===== src/rtl/cai_submit_tracker.sv =====
// cai_submit_tracker
//   Host-side bookkeeping for the CAI submit and completion rings. It hands the host the
//   next free submit slot and sends one doorbell pulse per accepted submit. It counts
//   completion doorbells and presents completion slots in order until the host acks them.
//   It also flags spurious completions and, optionally, a stalled-completion timeout.
//
// Optional feature macro: CAI_SUBMIT_TIMEOUT_EN
//   Defined  : a watchdog counter drives the sticky 'timeout' flag.
//   Undefined: no watchdog counter is built and 'timeout' is tied to 0.
//
// Ports
//   clk, rst          single clock, synchronous active-high reset
//   slot_idx          submit-ring slot for the host's next descriptor
//   submit_valid      host has written the descriptor at slot_idx
//   submit_ready      at least one ring slot is free
//   submit_doorbell   one-cycle pulse per accepted submit (registered)
//   submit_ring_mask  constant RING_ENTRIES-1
//   comp_doorbell     accelerator completion pulse, one record per high cycle
//   comp_valid        an unacknowledged completion record exists
//   comp_idx          completion-ring slot to read
//   comp_ack          host has consumed the record at comp_idx
//   inflight          submitted but not yet completed
//   pending           completed but not yet acknowledged
//   err_spurious      sticky: completion doorbell with nothing in flight
//   timeout           sticky watchdog flag
//   err_clr           clears the sticky flags (a new error in the same cycle wins)
module cai_submit_tracker #(
  parameter int unsigned RING_ENTRIES   = 8,
  parameter int unsigned TIMEOUT_CYCLES = 4096,
  parameter int unsigned IDX_W          = $clog2(RING_ENTRIES)
) (
  input  logic             clk,
  input  logic             rst,
  output logic [IDX_W-1:0] slot_idx,
  input  logic             submit_valid,
  output logic             submit_ready,
  output logic             submit_doorbell,
  output logic [31:0]      submit_ring_mask,
  input  logic             comp_doorbell,
  output logic             comp_valid,
  output logic [IDX_W-1:0] comp_idx,
  input  logic             comp_ack,
  output logic [IDX_W:0]   inflight,
  output logic [IDX_W:0]   pending,
  output logic             err_spurious,
  output logic             timeout,
  input  logic             err_clr
);

  localparam int unsigned CntW = IDX_W + 1;

  logic [IDX_W-1:0] prod_q, prod_d;
  logic [IDX_W-1:0] cons_q, cons_d;
  logic [CntW-1:0]  inflight_q, inflight_d;
  logic [CntW-1:0]  pending_q, pending_d;
  logic             doorbell_q, doorbell_d;
  logic             err_q, err_d;

  logic             sub_acc;
  logic             comp_acc;
  logic             ack_acc;
  logic [CntW:0]    occupancy;

  // Occupancy uses registered counts only, so an ack frees a slot one cycle later.
  assign occupancy    = {1'b0, inflight_q} + {1'b0, pending_q};
  assign submit_ready = (occupancy != (CntW + 1)'(RING_ENTRIES));

  assign sub_acc  = submit_valid && submit_ready;
  assign comp_acc = comp_doorbell && (inflight_q != '0);
  assign ack_acc  = comp_ack && (pending_q != '0);

  always_comb begin
    prod_d     = prod_q;
    cons_d     = cons_q;
    inflight_d = inflight_q + CntW'(sub_acc) - CntW'(comp_acc);
    pending_d  = pending_q + CntW'(comp_acc) - CntW'(ack_acc);
    doorbell_d = sub_acc;
    err_d      = err_q;
    // Index width equals log2 of the ring depth, so the increments wrap naturally.
    if (sub_acc) begin
      prod_d = prod_q + IDX_W'(1);
    end
    if (ack_acc) begin
      cons_d = cons_q + IDX_W'(1);
    end
    if (err_clr) begin
      err_d = 1'b0;
    end
    if (comp_doorbell && (inflight_q == '0)) begin
      err_d = 1'b1;
    end
  end

  always_ff @(posedge clk) begin
    if (rst) begin
      prod_q     <= '0;
      cons_q     <= '0;
      inflight_q <= '0;
      pending_q  <= '0;
      doorbell_q <= 1'b0;
      err_q      <= 1'b0;
    end else begin
      prod_q     <= prod_d;
      cons_q     <= cons_d;
      inflight_q <= inflight_d;
      pending_q  <= pending_d;
      doorbell_q <= doorbell_d;
      err_q      <= err_d;
    end
  end

`ifdef CAI_SUBMIT_TIMEOUT_EN
  localparam int unsigned TmoW = $clog2(TIMEOUT_CYCLES + 1);

  logic [TmoW-1:0] tmo_cnt_q, tmo_cnt_d;
  logic            timeout_q, timeout_d;

  always_comb begin
    tmo_cnt_d = tmo_cnt_q;
    if ((inflight_q == '0) || comp_acc) begin
      tmo_cnt_d = '0;
    end else if (tmo_cnt_q != TmoW'(TIMEOUT_CYCLES)) begin
      tmo_cnt_d = tmo_cnt_q + TmoW'(1);
    end
    timeout_d = timeout_q;
    if (err_clr) begin
      timeout_d = 1'b0;
    end
    // Counter saturates at the limit, so the flag re-asserts while the stall persists.
    if (tmo_cnt_d == TmoW'(TIMEOUT_CYCLES)) begin
      timeout_d = 1'b1;
    end
  end

  always_ff @(posedge clk) begin
    if (rst) begin
      tmo_cnt_q <= '0;
      timeout_q <= 1'b0;
    end else begin
      tmo_cnt_q <= tmo_cnt_d;
      timeout_q <= timeout_d;
    end
  end

  assign timeout = timeout_q;
`else
  logic [31:0] unused_timeout_cfg;
  assign unused_timeout_cfg = TIMEOUT_CYCLES;
  assign timeout            = 1'b0;
`endif

  assign slot_idx         = prod_q;
  assign comp_idx         = cons_q;
  assign comp_valid       = (pending_q != '0);
  assign inflight         = inflight_q;
  assign pending          = pending_q;
  assign submit_doorbell  = doorbell_q;
  assign err_spurious     = err_q;
  assign submit_ring_mask = 32'(RING_ENTRIES - 1);

endmodule


===== config.mk =====
export PLATFORM = sky130hd
export DESIGN_NAME = cai_submit_tracker
export DESIGN_NICKNAME = d
export VERILOG_FILES = /design/src/rtl/cai_submit_tracker.sv
export SDC_FILE = /design/constraint.sdc
export NUM_CORES = 1
export LEC_CHECK = 0
export ABC_AREA = 1
export ABC_CLOCK_PERIOD_IN_PS = 3300
export CORE_AREA = 5 5 68 57
export DETAILED_ROUTE_END_ITERATION = 16
export DIE_AREA = 0 0 73 62
export PLACE_DENSITY = 0.88
export SYNTH_ARGS = -nofsm -noshare
export SYNTH_HDL_FRONTEND = slang
export SYNTH_SLANG_ARGS = --single-unit

===== constraint.sdc =====
create_clock -name clk -period 3.3 [get_ports clk]
set_input_delay 0.825 -clock clk [delete_from_list [all_inputs] [get_ports clk]]
set_output_delay 0.825 -clock clk [all_outputs]
set_load 0.02 [all_outputs]

==> results by group <==
Setup path
  • Slowest CP cell: clkdlybuf4s50_1
  • Arrival time at the worst endpoint: 2.26 ns
  • CP bufs+invs: 1
  • CP Data Required Time: 2.47 ns
  • CP cell instances: ha_1, fa_1, nor2_1, nand3b_1, nor2_4, nand2_4, clkdlybuf4s50_1
  • Startpoint Class: register
  • Critical Path Max Stage Delay: 0.54 ns
  • CP delay by family, top: adder cells
  • Worst-path fanout max: 5
  • Crit Path Category: register to primary output
  • Critical path endpoint category: primary output

Floorplanning
  • I/O pin total: 57
  • Initial Utilization: 41.1%
  • Die W: 73 um
  • Die ar.: 4530 sq um
  • Die Y: 62 um
  • CORE AREA: 3060 sq um
  • Num rows: 18

Global routing
  • Initial antenna violation count: 0
  • Gr usage total: 11.3%
  • First-pass GRT wire length: 3820 um
  • GRT Residual Overflow: 0
  • Largest net degree at the start of global routing: 13
  • Vias in the first global route: 847

Final layout
  • Layout cells sized above 1: 8.89%
  • Fin area: 1450 sq um
  • P&R area growth vs syn: 14.8%
  • Layout net count: 207
  • Ant. Diodes: 0
  • Final Non-Filler Cells: 220

STA
  • Layout Skew: 0.000746 ns
  • Slew @ Worst Pin: 0.527 ns
  • Final hold slack: 0.464 ns
  • Tmin final: 3.09 ns
  • Endpoints failing hold: 0
  • Tcrit/Tclk final: 93.5%
  • Total negative setup slack: 0 ns
  • Max_slew headroom: 64.8%
  • Fmax: 324 MHz
  • RSZ-0062 raised after global routing: false
  • # setup viols final: 0
  • Final Slew Violations: 0

Place
  • DP Area: 1410 sq um
  • Gpl congestion: 0.848
  • Inst Count DP: 217
  • I/O Buffers: 23
  • Hpwl dp: 2160 um

Synthesis
  • Cells after Synth: 157
  • Warnings from Yosys: 0
  • Synthesized area: 1260 sq um
  • #FFs+latches synth: 16
  • Cell variety after synth: 23
  • Mean Syn Cell Area: 8.03 sq um
  • Sequential-to-total area share from yosys stat: 25.4%

Clock tree
  • Clk pin slew, worst setup/hold paths: 0.06 ns
  • Post-cts resize count: 0
  • Total CTS buffers: 3
  • Root buf cell: clkbuf_8
  • Clk Latency, worst-skew pair: 0.25 ns
  • CTS Hold Bufs: 0
  • Setup Fix Bufs, Post-CTS: 0
  • Htree depth: 1
  • Clk sinks: 16
  • Clock Path Buffers: 2
  • CTS tree: built

Detailed routing
  • Vias per cell: 4.21
  • Total Wirelength: 2520 um
  • Wire length per cell: 11.5 um
  • ANT nets after route: 0
  • Via Count: 927
  • DRC errors left: 0
  • Drt first pass iters: 4
  • DR iter-0 viols: 6

Pwr
  • Total power: 1.26 mW
  • VDD IR max: 0.415 mV
  • Static leakage power: 0.721 nW
  • Power per cell area: 872 nW/um^2

Run
  • MaxCap Viol Count: 0

Status
  • Outcome: complete, no violations

Hold path
  • Worst hold path type: register to register
==> registers in the layout, summed over array words and instances (netlist names) <==
signal,count
inflight,4
pending,4
comp_idx,3
slot_idx,3
err_spurious,1
submit_doorbell,1
==> report_power, final <==
group	internal [mW]	leakage (nW)	switching (mW)	total, mW
clock network	0.0811	0.0216	0.0705	0.152
logic	0.331	0.568	0.463	0.794
registers	0.253	0.132	0.0633	0.316
==> final timing paths <==
path                                                from                  endpoint  slack, ns  cells past startpoint
worst max-delay path               pending[0]$_SDFF_PP0_              submit_ready       0.21                      7
worst min-delay path            comp_idx[2]$_SDFFE_PP0P_  comp_idx[2]$_SDFFE_PP0P_       0.46                      2
worst max register to register     pending[0]$_SDFF_PP0_    inflight[2]$_SDFF_PP0_       0.53                     14
worst min register to register  comp_idx[2]$_SDFFE_PP0P_  comp_idx[2]$_SDFFE_PP0P_       0.46                      2
==> cell type report <==
type	instances	area, sq um
Multi-Input combinational cell	112	707
Tap cell	40	50.0
Sequential cell	16	320
Clock buffer	3	41.3
Timing Repair Buffer	23	230
Fill cell	300	1620
Inverter	26	97.6
==> synthesized netlist by cell type <==
cell      number  area share (%)
buf_4         33              20
o21ai_0        4             1.6
nor2_2         2            0.99
nand2_4        2             1.8
ha_1          16              16
nand4_1        1            0.50
clkinv_1       1            0.30
inv_2          2            0.60
nor2_1        14             4.2
dfxtp_1       16              25
inv_1         23             6.9
xor2_1         3             2.1
nand2_1       11             3.3
nand3b_1       1            0.60
nand3_1        7             2.8
fa_1           3             4.8
a21oi_1        7             2.8
nand2_2        3             1.5
nor2_4         1            0.89
a21oi_2        3             2.1
conb_1         2            0.60
o21a_1         1            0.60
clkbuf_1       1            0.30
==> layout by cell type, fill, tap and decap left out, drive strengths merged, types with 3 or more instances in the layout <==
master	instances
clkbuf	3
dfxtp	16
xor2	3
clkdlybuf4s50	23
o21ai	4
nor2	17
nand2	16
a21oi	10
fa	3
ha	16
conb	33
nand3	7
inv	25
==> layer usage <==
layer / GRT usage (%) / vias to the layer above / wire, um
met5: 0 / - / 0
li1: - / 469 / -
met2: 19.7 / 29 / 1310
met1: 12.6 / 425 / 993
met4: 4.74 / 0 / 29
met3: 4.18 / 4 / 186
==> worst reg2reg max path: stages (launching register included) <==
cell and delay, ns:
dfxtp_1 0.39, ha_1 0.21, fa_1 0.41, nor2_1 0.12
nand3b_1 0.13, nor2_4 0.13, nand2_4 0.08, nand2_4 0.10
ha_1 0.24, inv_1 0.05, ha_1 0.16, inv_1 0.06
fa_1 0.37, xor2_1 0.15, nor2_1 0.05
==> stage by stage <==
step	util, %	setup slack (ns)
after floorplan	-	0.549
after global placement	45.9	0.533
after detailed placement	45.9	0.480
after CTS	47.2	0.193
after global routing	47.2	0.0696
final	47.2	0.215
==> cells by family (layout without fill, tap and decap cells) <==
kind of cell | after synthesis | count (layout) | synth area share [%]
buf+inv | 60 | 52 | 27.7
flops | 16 | 16 | 25.4
compound gates | 15 | 15 | 7.05
xor+xnor | 3 | 3 | 2.09
other cells | 2 | 33 | 0.596
fa+ha+maj | 19 | 19 | 20.7
simple gates | 42 | 42 | 16.5
No activity file was read; power rests on OpenSTA's default activity.
